==> src/rtl/adc_packetizer_pkg.sv <==
// Shared types for the ADC packetizer: FSM states, FIFO entry layout and CTRL register bit positions.
package digitizer_pkg;

    typedef enum logic [1:0] {
        IDLE,
        CAPTURE,
        DONE
    } state_e;

    typedef struct packed {
        logic        last;
        logic [31:0] data;
    } fifo_word_t;

    localparam int CTRL_ENABLE_BIT = 0;
    localparam int CTRL_CONT_BIT   = 1;

    // Packet sizes are programmed in bytes; the datapath counts 32-bit words.
    function automatic logic [29:0] bytes_to_words(input logic [31:0] bytes);
        return bytes[31:2];
    endfunction

endpackage

==> src/rtl/adc_packetizer_sync_fifo.sv <==
// Single-clock FIFO with full/empty flags; the head entry is presented from the storage flops.
module sync_fifo #(
    parameter int WIDTH = 33,
    parameter int DEPTH = 16
) (
    input  logic             clk,
    input  logic             resetn,
    input  logic             wr_en,
    input  logic [WIDTH-1:0] wr_data,
    input  logic             rd_en,
    output logic [WIDTH-1:0] rd_data,
    output logic             full,
    output logic             empty
);

    localparam int AW = $clog2(DEPTH);
    localparam logic [AW:0] FULL_CNT = (AW + 1)'(DEPTH);

    logic [WIDTH-1:0] mem_q [DEPTH];
    logic [AW-1:0]    wr_ptr_q, wr_ptr_d;
    logic [AW-1:0]    rd_ptr_q, rd_ptr_d;
    logic [AW:0]      count_q, count_d;
    logic             do_write;
    logic             do_read;

    assign full    = (count_q == FULL_CNT);
    assign empty   = (count_q == '0);
    assign rd_data = empty ? '0 : mem_q[rd_ptr_q];

    // A pop in the same cycle frees a slot, so a write on a full FIFO still lands.
    always_comb begin
        do_read  = rd_en & ~empty;
        do_write = wr_en & (~full | do_read);
        wr_ptr_d = wr_ptr_q;
        rd_ptr_d = rd_ptr_q;
        count_d  = count_q;
        if (do_write) begin
            wr_ptr_d = wr_ptr_q + AW'(1);
        end
        if (do_read) begin
            rd_ptr_d = rd_ptr_q + AW'(1);
        end
        case ({do_write, do_read})
            2'b10:   count_d = count_q + (AW + 1)'(1);
            2'b01:   count_d = count_q - (AW + 1)'(1);
            default: count_d = count_q;
        endcase
    end

    always_ff @(posedge clk) begin
        if (!resetn) begin
            wr_ptr_q <= '0;
            rd_ptr_q <= '0;
            count_q  <= '0;
        end else begin
            wr_ptr_q <= wr_ptr_d;
            rd_ptr_q <= rd_ptr_d;
            count_q  <= count_d;
        end
    end

    always_ff @(posedge clk) begin
        if (do_write) begin
            mem_q[wr_ptr_q] <= wr_data;
        end
    end

endmodule

==> src/rtl/adc_packetizer.sv <==
// Packs pairs of 16-bit ADC samples into 32-bit AXI4-Stream words grouped into tlast-terminated packets.
// Define ADC_TEST_PATTERN_EN to replace adc_data with an internal ramp counter.
module adc_packetizer
    import digitizer_pkg::*;
#(
    parameter int FIFO_DEPTH = 16,
    parameter int CNT_W      = 32
) (
    input  logic             clk,
    input  logic             resetn,
    input  logic [15:0]      adc_data,
    input  logic             adc_valid,
    input  logic             cfg_enable,
    input  logic             cfg_continuous,
    input  logic [31:0]      cfg_packet_size,
    output logic [31:0]      m_axis_tdata,
    output logic             m_axis_tvalid,
    input  logic             m_axis_tready,
    output logic             m_axis_tlast,
    output logic             sts_busy,
    output logic             sts_overflow,
    output logic [CNT_W-1:0] sts_packet_count
);

    state_e           state_q, state_d;
    logic [29:0]      words_q, words_d;
    logic [CNT_W-1:0] word_cnt_q, word_cnt_d;
    logic [CNT_W-1:0] pkt_cnt_q, pkt_cnt_d;
    logic             half_q, half_d;
    logic [15:0]      low_q, low_d;
    logic             enable_q;
    logic             overflow_q, overflow_d;

    logic             enable_rise;
    logic [29:0]      new_words;
    logic             last_word;
    logic [15:0]      sample;
    logic             push;
    fifo_word_t       push_word;
    fifo_word_t       head_word;
    logic             fifo_full;
    logic             fifo_empty;
    logic             fifo_rd_en;
    logic             unused_size_bits;

    assign unused_size_bits = ^cfg_packet_size[1:0];
    assign enable_rise      = cfg_enable & ~enable_q;
    assign new_words        = bytes_to_words(cfg_packet_size);
    assign last_word        = (word_cnt_q == (CNT_W'(words_q) - CNT_W'(1)));

`ifdef ADC_TEST_PATTERN_EN
    logic [15:0] pattern_q, pattern_d;
    logic        unused_adc_data;

    assign unused_adc_data = ^adc_data;
    assign sample          = pattern_q;

    always_comb begin
        pattern_d = pattern_q;
        if (enable_rise) begin
            pattern_d = '0;
        end else if (adc_valid) begin
            pattern_d = pattern_q + 16'd1;
        end
    end

    always_ff @(posedge clk) begin
        if (!resetn) begin
            pattern_q <= '0;
        end else begin
            pattern_q <= pattern_d;
        end
    end
`else
    assign sample = adc_data;
`endif

    // Packets always run to full length once started; enable only decides whether another follows.
    always_comb begin
        state_d    = state_q;
        words_d    = words_q;
        word_cnt_d = word_cnt_q;
        pkt_cnt_d  = pkt_cnt_q;
        half_d     = half_q;
        low_d      = low_q;
        overflow_d = overflow_q;
        push       = 1'b0;
        push_word  = '0;

        if (enable_rise) begin
            overflow_d = 1'b0;
            pkt_cnt_d  = '0;
        end

        case (state_q)
            IDLE: begin
                if (enable_rise && new_words != '0) begin
                    state_d    = CAPTURE;
                    words_d    = new_words;
                    word_cnt_d = '0;
                    half_d     = 1'b0;
                end
            end
            CAPTURE: begin
                if (adc_valid) begin
                    if (!half_q) begin
                        low_d  = sample;
                        half_d = 1'b1;
                    end else begin
                        push           = 1'b1;
                        push_word.data = {sample, low_q};
                        push_word.last = last_word;
                        half_d         = 1'b0;
                        word_cnt_d     = word_cnt_q + CNT_W'(1);
                        if (last_word) begin
                            pkt_cnt_d  = pkt_cnt_d + CNT_W'(1);
                            word_cnt_d = '0;
                            if (cfg_continuous && cfg_enable && new_words != '0) begin
                                words_d = new_words;
                            end else begin
                                state_d = DONE;
                            end
                        end
                    end
                end
            end
            DONE: begin
                if (!cfg_enable) begin
                    state_d = IDLE;
                end
            end
            default: state_d = IDLE;
        endcase

        // A dropped word still advances the counter so packet boundaries stay aligned.
        if (push && fifo_full && !fifo_rd_en) begin
            overflow_d = 1'b1;
        end
    end

    always_ff @(posedge clk) begin
        if (!resetn) begin
            state_q    <= IDLE;
            words_q    <= '0;
            word_cnt_q <= '0;
            pkt_cnt_q  <= '0;
            half_q     <= 1'b0;
            low_q      <= '0;
            enable_q   <= 1'b0;
            overflow_q <= 1'b0;
        end else begin
            state_q    <= state_d;
            words_q    <= words_d;
            word_cnt_q <= word_cnt_d;
            pkt_cnt_q  <= pkt_cnt_d;
            half_q     <= half_d;
            low_q      <= low_d;
            enable_q   <= cfg_enable;
            overflow_q <= overflow_d;
        end
    end

    sync_fifo #(
        .WIDTH ($bits(fifo_word_t)),
        .DEPTH (FIFO_DEPTH)
    ) u_fifo (
        .clk     (clk),
        .resetn  (resetn),
        .wr_en   (push),
        .wr_data (push_word),
        .rd_en   (fifo_rd_en),
        .rd_data (head_word),
        .full    (fifo_full),
        .empty   (fifo_empty)
    );

    assign m_axis_tvalid    = ~fifo_empty;
    assign fifo_rd_en       = m_axis_tvalid & m_axis_tready;
    assign m_axis_tdata     = head_word.data;
    assign m_axis_tlast     = head_word.last;
    assign sts_busy         = (state_q != IDLE) | ~fifo_empty;
    assign sts_overflow     = overflow_q;
    assign sts_packet_count = pkt_cnt_q;

endmodule

==> config.mk <==
export PLATFORM = sky130hd
export DESIGN_NAME = adc_packetizer
export DESIGN_NICKNAME = d
export VERILOG_FILES = /design/src/rtl/adc_packetizer_pkg.sv /design/src/rtl/adc_packetizer_sync_fifo.sv /design/src/rtl/adc_packetizer.sv
export SDC_FILE = /design/constraint.sdc
export NUM_CORES = 1
export LEC_CHECK = 0
export CAP_MARGIN = 10
export CELL_PAD_IN_SITES_DETAIL_PLACEMENT = 0
export CELL_PAD_IN_SITES_GLOBAL_PLACEMENT = 1
export CORE_ASPECT_RATIO = 0.8
export CORE_UTILIZATION = 40
export DETAILED_ROUTE_END_ITERATION = 8
export GPL_TIMING_DRIVEN = 1
export PLACE_DENSITY = 0.72
export SLEW_MARGIN = 20
export SYNTH_ARGS = -nofsm -noshare
export SYNTH_HDL_FRONTEND = slang
export SYNTH_HIERARCHICAL = 1
export SYNTH_SLANG_ARGS = --single-unit
==> constraint.sdc <==
create_clock -name clk -period 5.68 [get_ports clk]
set_input_delay 0.568 -clock clk [delete_from_list [all_inputs] [get_ports clk]]
set_output_delay 0.568 -clock clk [all_outputs]
set_load 0.01 [all_outputs]
* Yosys cells after proc, flatten, opt, wreduce, memory -nomap -nowiden
Memories as Yosys holds them, arrays and structs flattened. A register that Yosys moved wholly into a read port is not among the register bits.
Index checks and enable logic that the tools add are counted.
** Storage, ports and cells
- Input bits :: 54
- Memories kept :: 1
- Word-level logic and storage cells :: 101
- RAM bits :: 528
- Flip-flop bits (word level) :: 128
** Memory list
- u_fifo.mem_q :: depth 16, bits a word 33, rd ports 1, clocked after Yosys merged registers in 1, wr ports 1, RTL line adc_packetizer_sync_fifo.sv:19 : logic [WIDTH-1:0] mem_q [DEPTH];
** Operators by class
- Bitwise operators :: 10
- Equal/unequal tests :: 13
- Reductions and logical operators :: 18
- Muxes and demuxes :: 41
- Add/subtract/negate cells :: 7
** Operator list (count)
- 32-bit two-way mux :: 9
- 30-bit two-way mux :: 5
- 33-bit two-way mux :: 4
- 32-bit by 1-bit adder with 32-bit output, second input constant :: 2
- 32-bit case mux with 2 select lines :: 1
- 30-bit case mux with 2 select lines :: 1
- 32-bit == test :: 1
- 30-bit by 1-bit subtractor with 31-bit output, second input constant :: 1
- 30-bit nonzero test :: 1
- 2-bit != test, second input constant :: 7
- 2-bit two-way mux :: 6
- 6-bit AND reduction :: 2
- 1-bit two-way mux :: 10
- 5-bit case mux with 2 select lines :: 1
- 4-bit by 1-bit adder with 4-bit output, second input constant :: 2
- 4-bit two-way mux :: 2
- 2-bit nonzero test :: 4
- 2-bit case mux with 3 select lines :: 1
- 3-bit AND reduction :: 2
- 5-bit by 1-bit adder with 5-bit output, second input constant :: 1
- 5-bit == test, second input constant :: 1
- 1-bit logical AND :: 5
- 5-bit zero test :: 1
- 5-bit by 1-bit subtractor with 5-bit output, second input constant :: 1
- 9 further kinds :: 18

* Longest topological paths before layout
- Word-level depth :: 8
- Gate-level depth with buffers :: 14

* Cells and area by module
The synthesis kept the hierarchy.
** Modules (own cells, without submodules)
- sync_fifo :: instances 1, cells an instance 932, area each 21110.2 um^2
- adc_packetizer :: instances 1, cells an instance 903, area each 7009.2 um^2

* Worst setup path before layout
No wires, ideal clock.
- Path kind :: reg2reg
- From :: reg words_q[0]
- To :: reg pkt_cnt_q[1], in the netlist sts_packet_count[1]
- Cell stages (with the launch flop) :: 13
- Path buffers :: 2
- Arrival time :: 3273 ps
- Required time :: 5608 ps
- Setup time :: 72 ps
- Slack :: 2335 ps
- Period minus slack after synthesis :: 3345 ps
- Cells stage by stage :: dfxtp_1 inv_1 ha_1 or3b_2 clkbuf_1 nor4_4 nand2_1 o211a_1 a211oi_2 nand4_2 buf_6 nor2_1 mux2i_1
** On the way
- Cells in the longest elaborated chain, start to end :: 6
** Ends and longest elaborated chain
- start: declaration :: RTL line adc_packetizer.sv:26 : logic [29:0] words_q, words_d;
- start signal: assignment :: RTL line adc_packetizer.sv:153 : words_q <= words_d;
- 30-bit by 1-bit subtractor with 31-bit output :: RTL line adc_packetizer.sv:49 : assign last_word = (word_cnt_q == (CNT_W'(words_q) - CNT_W'(1)));
- 32-bit == test :: RTL line adc_packetizer.sv:49
- 32-bit two-way mux :: RTL line adc_packetizer.sv:115 : if (last_word) begin
- 32-bit two-way mux :: RTL line adc_packetizer.sv:106 : if (!half_q) begin
- 32-bit two-way mux :: RTL line adc_packetizer.sv:105 : if (adc_valid) begin
- 32-bit two-way mux :: RTL line adc_packetizer.sv:95 : case (state_q)
- end signal: assignment :: RTL line adc_packetizer.sv:155 : pkt_cnt_q <= pkt_cnt_d;
- end: declaration :: RTL line adc_packetizer.sv:28 : logic [CNT_W-1:0] pkt_cnt_q, pkt_cnt_d;
Every way passes these cells.
A chain may end at the register's enable or synchronous reset.

* Worst setup path after layout
- From :: reg words_q[4]
- To :: reg words_q[21]
** On the way
- Cells in the longest elaborated chain, start to end :: 4
** Ends and longest elaborated chain (RTL line)
- 30-bit by 1-bit subtractor with 31-bit output :: adc_packetizer.sv:49
- 32-bit == test :: adc_packetizer.sv:49
- 2-bit != test (no source line)
- 6-bit AND reduction (no source line)
Every way passes these cells.

==> impl_metrics.tcl <==
set metrics [dict create \
    die_area_sq_um 71370 \
    max_cap_viol_count 0 \
    cp.arrival_ns 5.05 \
    status "finished clean" \
    first_global_vias 16291 \
    path_delay_family "simple AND/OR/NAND/NOR gates" \
    synthesis.nets 1901 \
    clockRootBuffer "clkbuf_16" \
    hold_viol 0 \
    postSynthCellCount 1835 \
    grt_pass1_wl_mm 102.7 \
    cp_cell_sequence "or4_1 -> or4_4 -> a2bb2oi_1 -> nor4_1 -> a211oi_2 -> nand4_2 -> buf_4 -> o32a_2 -> mux2i_1" \
    power_density_nw_per_um2 301.7 \
    max_stage_delay_ns 0.84 \
    multi_input_area_sq_um 9050 \
    synth-edff-count 528 \
    dpl_cell_area_sq_um 30310 \
    fin_nets 2014 \
    ant_nets 0 \
    synthArstFlopShare 0 \
    final-setup-viol-count 0 \
    fin_crit_ns 4.543 \
    synth_top_cell_area_share 0.5639 \
    rsz0062_at_grt "no" \
    crit_path_top_delay_cell "o32a_2" \
    cts-htree-levels 3 \
    max_freq_mhz 220.1 \
    regArea_sq_um 18510 \
    path_buf_inv 1 \
    synth_area_sq_um 28120 \
    cts_hold_buf 0 \
    min_path_type "register to register" \
    cts_buffer_depth 3 \
    tightestPinTransition_ns 1.034 \
    diodes 0 \
    clock_latency_ns 0.60 \
    mostFrequentLayoutCells "edfxtp_1 (528), nand2_1 (164), mux4_2 (132)" \
    cts.sinks 660 \
    post_cts_resized 0 \
    ys_seq_elements 660 \
    yosysTopAreaCell "edfxtp_1" \
    ys_warn_count 6 \
    fin_setup_tns_ns 0 \
    drtIter0Drc 1455 \
    cts_buffers 68 \
    core_sq_um 69190 \
    yosysUniqueCellTypes 88 \
    yosys-top-cells-area "edfxtp_1 (56%), mux4_2 (11%), dfxtp_1 (9.4%)" \
    drc 0 \
    criticalPathCategory "register to register" \
    die_h_um 239.1 \
    port_buffers 119 \
    antenna_found_initial 1 \
    cts.clk_slew.worst_paths_ns 0.06 \
    via_per_inst 5.657 \
    start_util 0.4064 \
    wl_mm 68.93 \
    critPathMaxFanout 30 \
    avgSynthCellArea_sq_um 15.32 \
    firstDrtPassIters 5 \
    layout_commonest_cell "edfxtp_1" \
    drive_gt1_frac 0.1829 \
    ys.flop_type "edfxtp_1" \
    crit_required_ns 6.19 \
    stdcell_area_sq_um 32370 \
    wl_per_cell_um 23.60 \
    max_slew_margin 0.3106 \
    cp-end-kind "register" \
    num-fill-cells 5846 \
    startpoint_type "register" \
    leakage_uw 0.01079 \
    std_cell_rows 86 \
    postCtsSetupBuffers 0 \
    dpl.hpwl_mm 41.28 \
    vias 16519 \
    gp_congestion 0.8459 \
    grt_overflow 0 \
    peakVddDrop_mv 0.1921 \
    synth-seq-area-share 0.6578 \
    area_delta_synth_final_pct 15.10 \
    fin_crit_sh 0.7998 \
    slew_viol_final 0 \
    grt_use_total 0.1929 \
    fin_worst_skew_ns 0.01963 \
    cts_tree "yes" \
    die_w_um 298.4 \
    io_pins 122 \
    grt_max_degree 65 \
]
==> tightest hold or removal path, cell delays in order, from the launching register on <==
cell and delay [ns]:
dfxtp_1 0.31, nand2_1 0.05, a21oi_1 0.05
==> synth_stat cells (all sizes together), types with 3 or more instances <==
cell type,count
a31oi,5
a41o,3
mux4,132
nor3,60
o311ai,3
and4,5
or3b,3
nand3b,4
or4,15
ha,11
a21oi,40
mux2i,61
o21a,7
nor2b,34
xor2,21
o21ai,17
inv,20
nand3,63
nand2,164
and2,66
nor2,56
a211oi,6
mux2,34
a221o,33
dfxtp,132
buf,52
o31ai,4
nand4,25
or3,4
clkbuf,62
nor4,24
edfxtp,528
o211ai,7
xnor2,38
nand2b,11
nor4b,3
and3,22
nor3b,6
or2,18
==> metal layers <==
layer,vias up,routed length [um],track usage
li1,7358,-,-
met1,8505,31240,0.2797
met2,555,31330,0.2961
met3,99,4562,0.03208
met4,2,1787,0.06123
met5,-,11,0
==> state kept, by name (all words and copies together) (netlist names), 2 cells and up, named ones only <==
signal and flops:
u_fifo/rd_ptr_q 4, state_q 2, words_q 30, u_fifo/wr_ptr_q 4
low_q 16, sts_packet_count 32, u_fifo/mem_q 528, u_fifo/count_q 5
word_cnt_q 32
==> kinds of logic (layout without fill, tap and decap cells) <==
logic type | Yosys count | count (layout) | share of synthesized area
flip-flops | 660 | 660 | 0.6578
multiplexers | 227 | 227 | 0.1411
buffers and inverters | 134 | 295 | 0.02234
AND/OR/NAND/NOR | 591 | 591 | 0.1126
adder cells (fa/ha/maj) | 12 | 12 | 0.005606
XOR/XNOR | 60 | 60 | 0.01918
AO/OA/AOI/OAI | 151 | 151 | 0.04138
==> layout make-up <==
| cell class | instances | share of cell area |
|---|---|---|
| multi-input combinational | 1041 | 0.2796 |
| timing repair buffer | 157 | 0.04701 |
| clock inverter | 26 | 0.006224 |
| tap | 924 | 0.03572 |
| clock buffer | 92 | 0.05725 |
| inverter | 20 | 0.002319 |
| sequential | 660 | 0.5719 |
==> final timing paths <==
path	from	to	slack (ns)	cells after the start
worst max-delay path	words_q[4]	words_q[21]	1.14	9
worst min-delay path	low_q[12]	low_q[12]	0.46	2
worst max register to register	words_q[4]	words_q[21]	1.14	9
worst min register to register	low_q[12]	low_q[12]	0.46	2
==> power breakdown <==
group	switching [uW]	leakage, uW	total, uW	internal (uW)
sequential	31.3	0.00631	5200	5170
clock	1830	0.000989	4170	2350
combinational	242	0.00349	392	150
total	2100	0.0108	9770	7670
==> metrics by stage <==
stage          hold slack (ns)    util  total power (uW)  std cells  setup slack, ns
6_report                0.4562  0.4678              9765       2920            1.137
5_1_grt                 0.4791  0.4678             10060       2920           0.9214
4_1_cts                 0.4533  0.4677              9846       2920            1.192
3_5_place_dp            0.4446  0.4380              5688       2802            1.208
3_3_place_gp            0.4382  0.4377              5680       2801            1.315
2_1_floorplan           0.4317       -              5557       1835            2.335
Power figures use the tool's default switching activity.
